### config.mk
export PLATFORM = sky130hd
export DESIGN_NAME = msx_ram_arbiter
export DESIGN_NICKNAME = d
export VERILOG_FILES = /design/src/rtl/msx_ram_arbiter.sv
export SDC_FILE = /design/constraint.sdc
export NUM_CORES = 1
export LEC_CHECK = 0
export CELL_PAD_IN_SITES_DETAIL_PLACEMENT = 1
export CELL_PAD_IN_SITES_GLOBAL_PLACEMENT = 1
export CORE_MARGIN = 3
export CORE_UTILIZATION = 34
export DETAILED_ROUTE_END_ITERATION = 10
export PLACE_DENSITY = 0.89
export SLEW_MARGIN = 20
export SYNTH_ARGS = -nofsm -noshare
export SYNTH_HDL_FRONTEND = slang
export SYNTH_SLANG_ARGS = --single-unit
### constraint.sdc
create_clock -name clk21m -period 4.3 [get_ports clk21m]
set_input_delay 0.86 -clock clk21m [delete_from_list [all_inputs] [get_ports clk21m]]
set_output_delay 0.86 -clock clk21m [all_outputs]
set_load 0.005 [all_outputs]
### src/rtl/msx_ram_arbiter.sv
// msx_ram_arbiter: shares one external RAM port between the CPU (priority) and a DMA/loader port,
// with DMA anti-starvation and a ram_ready timeout.
module msx_ram_arbiter #(
    parameter int ADDR_W       = 27,
    parameter int STARVE_LIMIT = 8,
    parameter int TIMEOUT      = 63
) (
    input  logic              clk21m,
    input  logic              reset_n,
    input  logic              cpu_req,
    input  logic [ADDR_W-1:0] cpu_addr,
    input  logic [7:0]        cpu_wdata,
    input  logic              cpu_rnw,
    output logic              cpu_ack,
    output logic [7:0]        cpu_rdata,
    output logic              cpu_wait_n,
    input  logic              dma_req,
    input  logic [ADDR_W-1:0] dma_addr,
    input  logic [7:0]        dma_wdata,
    input  logic              dma_rnw,
    output logic              dma_ack,
    output logic [7:0]        dma_rdata,
    output logic [ADDR_W-1:0] ram_addr,
    output logic [7:0]        ram_din,
    output logic              ram_rnw,
    output logic              ram_ce,
    input  logic              ram_ready,
    input  logic [7:0]        ram_dout,
    output logic              timeout_err
);
    typedef enum logic [1:0] {S_IDLE, S_ISSUE, S_WAIT, S_DONE} state_t;
    state_t     state, state_next;
    logic       owner;
    logic [7:0] starve_cnt, timer;
    logic       dma_win, grant, timed_out;

    assign dma_win   = dma_req & (~cpu_req | starve_cnt == 8'(STARVE_LIMIT));
    assign grant     = state == S_IDLE & (cpu_req | dma_req);
    assign timed_out = state == S_WAIT & ~ram_ready & timer == 8'(TIMEOUT - 1);

    assign ram_ce     = state == S_ISSUE;
    assign cpu_ack    = state == S_DONE & ~owner;
    assign dma_ack    = state == S_DONE & owner;
    assign cpu_wait_n = ~(reset_n & cpu_req & ~cpu_ack);

    always_ff @(posedge clk21m or negedge reset_n)
        if (!reset_n) state <= S_IDLE;
        else          state <= state_next;

    always_comb begin
        state_next = state;
        state_next = state == S_IDLE  ? (grant ? S_ISSUE : S_IDLE) :
                     state == S_ISSUE ? S_WAIT :
                     state == S_WAIT  ? ((ram_ready | timed_out) ? S_DONE : S_WAIT) :
                                        S_IDLE;
    end

    always_ff @(posedge clk21m or negedge reset_n) begin
        if (!reset_n) begin
            owner       <= 1'b0;
            ram_addr    <= '0;
            ram_din     <= 8'h00;
            ram_rnw     <= 1'b1;
            cpu_rdata   <= 8'hFF;
            dma_rdata   <= 8'hFF;
            starve_cnt  <= 8'd0;
            timer       <= 8'd0;
            timeout_err <= 1'b0;
        end else begin
            if (grant) begin
                owner    <= dma_win;
                ram_addr <= dma_win ? dma_addr : cpu_addr;
                ram_din  <= dma_win ? dma_wdata : cpu_wdata;
                ram_rnw  <= dma_win ? dma_rnw : cpu_rnw;
                // a CPU grant only happens below the limit while DMA waits, so +1 never overshoots
                starve_cnt <= (~dma_win & dma_req) ? starve_cnt + 8'd1 : 8'd0;
            end
            if (state == S_ISSUE) timer <= 8'd0;
            if (state == S_WAIT) begin
                timer <= timer + 8'd1;
                if (ram_ready & ram_rnw) begin
                    if (owner) dma_rdata <= ram_dout;
                    else       cpu_rdata <= ram_dout;
                end
                if (timed_out) begin
                    timeout_err <= 1'b1;
                    if (ram_rnw & owner)  dma_rdata <= 8'hFF;
                    if (ram_rnw & ~owner) cpu_rdata <= 8'hFF;
                end
            end
        end
    end
endmodule

==> flow_summary.toml, run 1 <==
[layout]
layout.nets = 592
diodes = 0
drive_gt1_share_pct = 9.325
area_growth_syn_to_layout_pct = 49.60

[synthesis]
synth_edf_count = 0
ys_seq_area_share_pct = 52.94
synthTopCellsByArea = "dfrtp_1 (40%), dfstp_2 (13%), a21oi_1 (11%), nand2_1 (7.0%), mux2i_1 (5.2%)"
yosys_warnings = 0
ys_async_sr_fraction_pct = 100.0
synth_top_cell_by_area = "dfrtp_1"
synthCells = 359
synth-main-ff-cell = "dfrtp_1"
netlist_area_sq_um = 3443
ys_types = 42
ys_ff_latch = 72
synth_top_area_share_pct = 39.97
synth_nets = 452
avgSynthCellArea_sq_um = 9.591

[worst_setup_path]
r2r_slack_ns = 1.97
endpoint_kind = "output pin"
rr_startpoint = "state[0]"
crit_path_start_kind = "input port"
crit_type = "in -> out"
path_cells = "clkdlybuf4s50_1 > nand3b_1 > clkdlybuf4s50_1"
crit_path_max_incr_delay_ns = 0.52
crit_path_top_delay_cell = "clkdlybuf4s50_1"
crit_top_cell = "clkdlybuf4s50_1"
worstPathRequired_ns = 3.44
cp-startpoint = "cpu_req"
cp.arrival_ns = 2.02
crit_fanout = 6

[place]
dp_worst_setup_slack_ns = 1.323
port_buffers = 141
place.gp.congestion = 0.8298
dp_hpwl_microns = 8203

[global_routing]
grt_usage_pct = 20.07
antenna_found_initial = 0
grt_overflow = 0
grt_pass1_wl_microns = 18060
grt_pass1_vias = 3619
grt_start_max_net_pins = 73

[sta]
slew_headroom_pct = 37.07
fin_tns_setup_ns = 0
drv_slew = 0
grt_setup_unrepaired = "no"
finalCritPeriodShare_pct = 66.97
fmax_ghz = 0.3472
setup_ws_ns = 1.420
setup_viol = 0
period_minus_slack_ns = 2.880
clock_skew_ns = 0.01757
tightest_slew_ns = 0.9439
finalHoldViolations = 0

[clock_network]
cts_tree = "yes"
clock_latency_ns = 0.35
clk_pin_slew_ns = 0.08
htreeDepth = 3
cts_root_buf = "clkbuf_8"
hold_buffers = 0
post_cts_resized = 0
cts.sinks = 72
cts_setup_buffers = 0
numCtsBuffers = 9
clockBufferDepth = 2

[routing]
drt_iter0_markers = 89
antenna_left = 0
routed_wl_microns = 11290
via_per_inst = 5.057
drc = 0
firstDrtPassIters = 4
wl_per_cell_microns = 17.73
num_vias = 3221

[power_and_ir_drop]
power_density_nw_per_um2 = 617.7
p_leak_nw = 2.359
vdd_drop_max_uv = 237.7

[hold_path]
hold_class = "reg -> reg"
worstHoldStart = "timeout_err"

[die]
rows = 36
die_h_microns = 106.6
fp.dieArea_sq_um = 11370
fp.dieW_microns = 106.6
core_sq_um = 9819
ios = 142
initial_utilization_pct = 35.07

[flow_run]
cap_violations = 0

[outcome]
status = "completed"
-- layer usage --
metal  global-route usage [%]  wire (microns)  part of all wire [%]  vias to the layer above
met5                        0               0                     0                        -
met4                    6.484             198                   1.8                        0
met3                    6.382             848                   7.5                       18
met2                    35.48            5717                    51                      109
met1                    23.00            4529                    40                     1591
li1                         -               -                     -                     1503
-- synth_stat cells, types with 2 or more instances --
| cell type | number |
|---|---|
| ha_1 | 8 |
| o31ai_1 | 2 |
| a21o_1 | 3 |
| buf_2 | 5 |
| a21oi_1 | 75 |
| mux2i_1 | 18 |
| nand2_1 | 64 |
| dfstp_2 | 17 |
| dfrtp_1 | 55 |
| nor3_1 | 2 |
| clkbuf_1 | 7 |
| buf_6 | 3 |
| nor2_1 | 46 |
| inv_1 | 8 |
| nand3_1 | 3 |
| o21ai_0 | 5 |
| nor2b_1 | 2 |
| nand4_1 | 6 |
| xor2_1 | 7 |
-- area by class of cell --
type / instances / area [sq um]
repair buffers: 146 / 1446
fillers: 1153 / 4668
multi-input cells: 262 / 1498
inverters: 8 / 30.03
clock inverters: 6 / 60.06
clock buffers: 10 / 127.6
flip-flops and latches: 72 / 1823
well taps: 133 / 166.4
-- cell usage in the layout (no fill, tap or decap), drive strengths merged, types with 6 or more instances in the layout --
cell type and count:
dfstp 17, clkdlybuf4s50 140, nand4 7, ha 8, mux2i 18, nor2 46, dfrtp 55, xor2 7
nand2 64, a21oi 76, inv 8, o21ai 6, clkbuf 10, buf 6
-- sequential cells by signal, summed over array words and instances (netlist names) --
signal and flops:
starve_cnt 8, timer 8, ram_addr 27, ram_rnw 1, cpu_rdata 8, owner 1
timeout_err 1, ram_din 8, dma_rdata 8, state 2
-- worst max-delay path, delay by kind of cell --
| family | cells | cell delay (ns) |
|---|---|---|
| buffers and inverters | 2 | 1.02 |
| and+or+nand+nor | 1 | 0.14 |
-- power breakdown --
group	total (mW)	internal (mW)	switching, mW
logic	1.44	0.772	0.666
registers	1.21	1.02	0.190
clock network	0.538	0.265	0.273
total	3.18	2.05	1.13
-- logic make-up after synthesis --
kind of cell	Yosys count	synth area share [%]
adder cells (fa/ha/maj)	8	2.907
AO/OA/AOI/OAI	94	15.04
XOR/XNOR	7	1.781
AND/OR/NAND/NOR	135	18.42
buffers and inverters	25	3.670
flip-flops	72	52.94
multiplexers	18	5.232
-- final timing paths --
kind	end	depth (start not counted)
hold reg to reg	timeout_err	1
min in group asynchronous	ram_addr[21]	2
setup reg to reg	ram_addr[4]	6
hold / removal	timeout_err	1
setup / recovery	cpu_wait_n	3
max in group asynchronous	ram_addr[16]	2
-- metrics by stage --
step	std cells	util, %	hold slack [ns]	total power [mW]	instance area (sq um)
finish	637	52.46	0.4847	3.182	5151
global placement	621	50.55	0.4552	2.583	4964
global route	637	52.46	0.5021	3.414	5151
CTS	637	52.46	0.4948	3.224	5151
floorplan	359	-	0.4510	1.822	3443
detailed placement	621	50.55	0.4772	2.671	4964
No activity file was read; power rests on OpenSTA's default activity.
==> inputs of run 2 (changes only) <==
CORE_UTILIZATION = 28   (was 34)
PLACE_DENSITY = 0.78   (was 0.89)
clock period = 2.6 ns   (was 4.3 ns; I/O delays follow)
==> run 2 against run 1 <==
  * Critical path depth grew 1
  * Critical endpoint unchanged
  * Worst hold slack worse by 0.038 ns
  * Largest cell class unchanged
  * Register-to-register slack got worse by 1.2 ns
  * Flip-flop and latch count is the same
  * First-iteration DRC count is 4.5% lower
  * Sequential share of layout area shrank 1.3 points
  * Routed wire length is 0.91% lower
  * Clock power rose by 150%
==> flow_summary.toml, run 2 (synthesis results as in run 1) <==
[place]
port_buffers = 141
place.gp.congestion = 0.7589
dp_hpwl_microns = 8291

[sta]
tightest_slew_ns = 0.9359
finalHoldViolations = 0
fmax_ghz = 0.4424
fin_tns_setup_ns = 0
finalCritPeriodShare_pct = 86.93
slew_headroom_pct = 37.60
grt_setup_unrepaired = "no"
period_minus_slack_ns = 2.260
drv_slew = 0
setup_viol = 0
clock_skew_ns = 0.006772

[worst_setup_path]
cp_top_family = "buffers and inverters"
worstPathRequired_ns = 2.08
path_buf_inv = 1
reg2reg_to = "state[0]"
r2r_slack_ns = 0.78
crit_fanout = 3
crit_type = "reg -> out"
cp.arrival_ns = 1.74
reg2reg_depth = 6
rr_startpoint = "timer[0]"
path_cells = "ha_1 > nor2b_1 > nand3b_1 > clkdlybuf4s50_1"
crit_path_start_kind = "flop"
crit_path_top_delay_cell = "clkdlybuf4s50_1"
endpoint_kind = "output pin"
crit_path_max_incr_delay_ns = 0.45

[global_routing]
grt_usage_pct = 16.81
grt_start_max_net_pins = 73
grt_pass1_vias = 3529
grt_pass1_wl_microns = 17800
grt_overflow = 0
antenna_found_initial = 0

[layout]
largest_register_ffs = 27
area_growth_syn_to_layout_pct = 55.38
layout.nets = 597
top_register = "ram_addr"
drive_gt1_share_pct = 10.41
diodes = 0
final_common_cell = "clkdlybuf4s50_1"
nFillCells = 1355
layout_common_cells = "clkdlybuf4s50_1 (140), a21oi_1 (75), nand2_1 (64)"

[routing]
routed_wl_microns = 11190
drt_iter0_markers = 85
firstDrtPassIters = 4
drc = 0
via_per_inst = 4.903
num_vias = 3197
antenna_left = 0
wl_per_cell_microns = 17.16

[clock_network]
cts_root_buf = "clkbuf_16"
numCtsBuffers = 9
cts.sinks = 72
hold_buffers = 0
cts_setup_buffers = 0
post_cts_resized = 0
clk_pin_slew_ns = 0.06
clock_latency_ns = 0.33
htreeDepth = 3
cts_tree = "yes"
clockBufferDepth = 2

[die]
rows = 39
fp.dieArea_sq_um = 13660
core_sq_um = 11710
fp.dieW_microns = 116.9
die_h_microns = 116.9
ios = 142
initial_utilization_pct = 29.40

[outcome]
status = "completed"

[hold_path]
hold_class = "in -> async"

[power_and_ir_drop]
power_mw = 5.746
vdd_drop_max_uv = 398.6
p_leak_nw = 2.441
power_density_nw_per_um2 = 1074

[flow_run]
cap_violations = 0
==> run 2: cell count changes in the layout (fill, tap and decap cells not counted), moves of 2 or more <==
cell / before / now
clkbuf_16: 0 / 9
clkbuf_8: 9 / 0
buf_4: 6 / 11
clkinv_2: 3 / 1
==> run 2: power by group <==
group	internal (mW)	switching, mW
Combinational	1.31	1.12
Clock	0.839	0.483
Sequential	1.68	0.311
Total	3.83	1.92
==> run 2: layout make-up <==
| type | instances | area (sq um) | area share [%] |
|---|---|---|---|
| clock inverters | 7 | 96.34 | 1.801 |
| well taps | 143 | 178.9 | 3.344 |
| repair buffers | 151 | 1484 | 27.74 |
| inverters | 8 | 30.03 | 0.5613 |
| flip-flops and latches | 72 | 1823 | 34.07 |
| clock buffers | 9 | 225.2 | 4.210 |
| multi-input cells | 262 | 1513 | 28.27 |
==> run 2: worst register-to-register path, cell delays in order, from the launching register on <==
cell and delay [ns]:
dfrtp_1 0.40, inv_1 0.11, ha_1 0.15, or4b_4 0.47, nor3_4 0.27, nor2_1 0.11
o41ai_2 0.21
==> run 2: layer usage <==
metal  global-route usage, %  wire, microns  vias up
met4                   5.275            117        0
li1                        -              -     1520
met1                   18.62           4372     1562
met3                   5.913            956        9
met2                   30.15           5743      106
met5                       0              0        -
==> run 2: worst max path at each step <==
stage	startpoint	end	cells past startpoint
2_1_floorplan	timer[0]	state[0]	6
3_3_place_gp	dma_req	ram_addr[15]	6
3_5_place_dp	dma_req	ram_din[6]	6
4_1_cts	state[0]	cpu_wait_n	4
5_1_grt	state[0]	cpu_wait_n	4
6_report	state[0]	cpu_wait_n	4
==> run 2: per-stage QoR <==
step / instance area (sq um) / hold WS (ns) / setup slack (ns) / utilization (%) / std cells
detailed placement: 5029 / 0.4562 / 0.1619 / 42.94 / 636
finish: 5350 / 0.4472 / 0.3398 / 45.68 / 652
global route: 5350 / 0.5212 / 0.2389 / 45.68 / 652
global placement: 5029 / 0.4567 / 0.3023 / 42.94 / 636
CTS: 5350 / 0.4672 / 0.3079 / 45.68 / 652
floorplan: 3443 / 0.2244 / 0.9374 / - / 359
==> inputs of run 3 (changes only) <==
CAP_MARGIN = 40   (was not set)
SKIP_CTS_REPAIR_TIMING = 1   (was not set)
==> run 3 against run 2 <==
  * Setup slack worse by 0.015 ns
  * Final cell count grew 0.15%
  * Worst hold slack worse by 0.23 ns
  * Clock skew is 0.0010 ns lower
  * Count of clock-buffer cells in the layout up 1
  * Clock power hardly changed
  * Die area unchanged
  * Maximum frequency fell by 0.64%
  * Register-to-register slack barely moved
  * Power fell by 0.36%
  * Final area up 0.35%
  * First-iteration DRC count is 18% higher
  * Critical endpoint unchanged
  * Highest routed layer unchanged
==> flow_summary.toml, run 3 (synthesis results as in run 1) <==
[outcome]
status = "completed"

[power_and_ir_drop]
p_comb_share_pct = 42.3
p_leak_nw = 2.463
power_switching_mw = 1.896
vdd_drop_max_uv = 395.6
power_mw = 5.725
switching_share_pct = 33.13
internal-power_mw = 3.828
clockPowerShare_pct = 22.8
power_density_nw_per_um2 = 1066
seqPwrFrac_pct = 34.9

[global_routing]
grt_start_max_net_pins = 47
grt_overflow = 0
grt_pass1_vias = 3578
antenna_found_initial = 0
grt_pass1_wl_microns = 17950
grt_usage_pct = 16.89

[die]
core_sq_um = 11710
initial_utilization_pct = 29.40
die_h_microns = 116.9
rows = 39
ios = 142
fp.dieW_microns = 116.9
fp.dieArea_sq_um = 13660

[sta]
period_minus_slack_ns = 2.275
setup_viol = 0
grt_setup_unrepaired = "no"
tightest_slew_ns = 0.6070
fin_tns_setup_ns = 0
slew_headroom_pct = 59.41
setup_ws_ns = 0.3252
finalCritPeriodShare_pct = 87.49
clock_skew_ns = 0.005763
fmax_ghz = 0.4396
drv_slew = 0
finalHoldViolations = 0

[worst_setup_path]
reg2reg_depth = 6
crit_type = "reg -> out"
worstPathRequired_ns = 2.08
r2r_slack_ns = 0.77
cp.arrival_ns = 1.75
rr_startpoint = "timer[0]"
endpoint_kind = "output pin"
reg2reg_to = "state[0]"
crit_fanout = 3
crit_path_start_kind = "flop"

[place]
dp.cells = 637
port_buffers = 141
dp_worst_setup_slack_ns = 0.1579
dp_hpwl_microns = 8466
place.gp.congestion = 0.7589

[clock_network]
clock_latency_ns = 0.33
numCtsBuffers = 9
clk_pin_slew_ns = 0.06
clockBufferDepth = 2
cts.sinks = 72
htreeDepth = 3
cts_root_buf = "clkbuf_16"
cts_tree = "yes"

[layout]
layout.nets = 598
nFillCells = 1353
top_register = "ram_addr"
diodes = 0
multi_input_area_sq_um = 1513
drive_gt1_share_pct = 10.39
area_growth_syn_to_layout_pct = 55.92
instances_no_fill = 653
layout_common_cells = "clkdlybuf4s50_1 (140), a21oi_1 (75), nand2_1 (64)"
largest_register_ffs = 27
register_area_sq_um = 1823
final_common_cell = "clkdlybuf4s50_1"

[routing]
wl_met1_microns = 4427
firstDrtPassIters = 4
highest_layer = "met4"
route.met3.wl_microns = 891
drt_iter0_markers = 100
routed_wl_microns = 11290
drc = 0
wl_per_cell_microns = 17.28
via_per_inst = 4.933
num_vias = 3221
dr_wl_met2_microns = 5820
antenna_left = 0

[flow_run]
cap_violations = 0

[hold_path]
hold_class = "in -> async"
==> run 3: cell count changes in the layout (fill, tap and decap cells not counted), sizes merged <==
cell,delta
clkinvlp,-3
clkinv,+2
buf,+1
clkbuf,+1
==> run 3: cell type report <==
type,instances,area share [%]
tap,143,3.333
timing repair buffer,152,28.15
inverter,8,0.5593
clock inverter,6,1.561
clock buffer,10,4.265
sequential,72,33.95
multi-input combinational,262,28.18
==> run 3: worst max path at each step <==
| stage | startpoint | slack, ns | end |
|---|---|---|---|
| floorplan | timer[0] | 0.94 | state[0] |
| global placement | dma_req | 0.30 | ram_addr[15] |
| detailed placement | dma_req | 0.16 | ram_addr[26] |
| CTS | state[1] | 0.29 | cpu_wait_n |
| global route | state[1] | 0.21 | cpu_wait_n |
| finish | state[0] | 0.33 | cpu_wait_n |
==> run 3: per-stage QoR <==
stage          hold WS (ns)  utilization [%]  instance area [sq um]
5_1_grt              0.2394            45.84                   5369
2_1_floorplan        0.2244                -                   3443
3_3_place_gp         0.4567            42.94                   5029
6_report             0.2136            45.84                   5369
4_1_cts              0.2152            45.84                   5369
3_5_place_dp         0.4597            43.17                   5056
==> run 3: per-layer routing <==
layer / vias up / global-route usage [%]
met4: 0 / 5.734
met5: - / 0
met3: 10 / 5.810
li1: 1515 / -
met1: 1588 / 18.45
met2: 108 / 30.49
==> run 3: worst max-delay path, stage by stage (launching register included) <==
cell and delay, ns:
dfrtp_1 0.38, ha_1 0.20, nor2b_1 0.21, nand3b_1 0.13, clkdlybuf4s50_1 0.51
==> run 3: power groups by stage <==
stage / registers (mW) / logic [mW] / clock network [mW]
floorplan: 2.00 / 1.02 / 0
global placement: 1.97 / 2.36 / 0
detailed placement: 2.02 / 2.46 / 0
CTS: 2.01 / 2.47 / 1.35
global route: 2.07 / 2.69 / 1.38
finish: 2.00 / 2.42 / 1.30
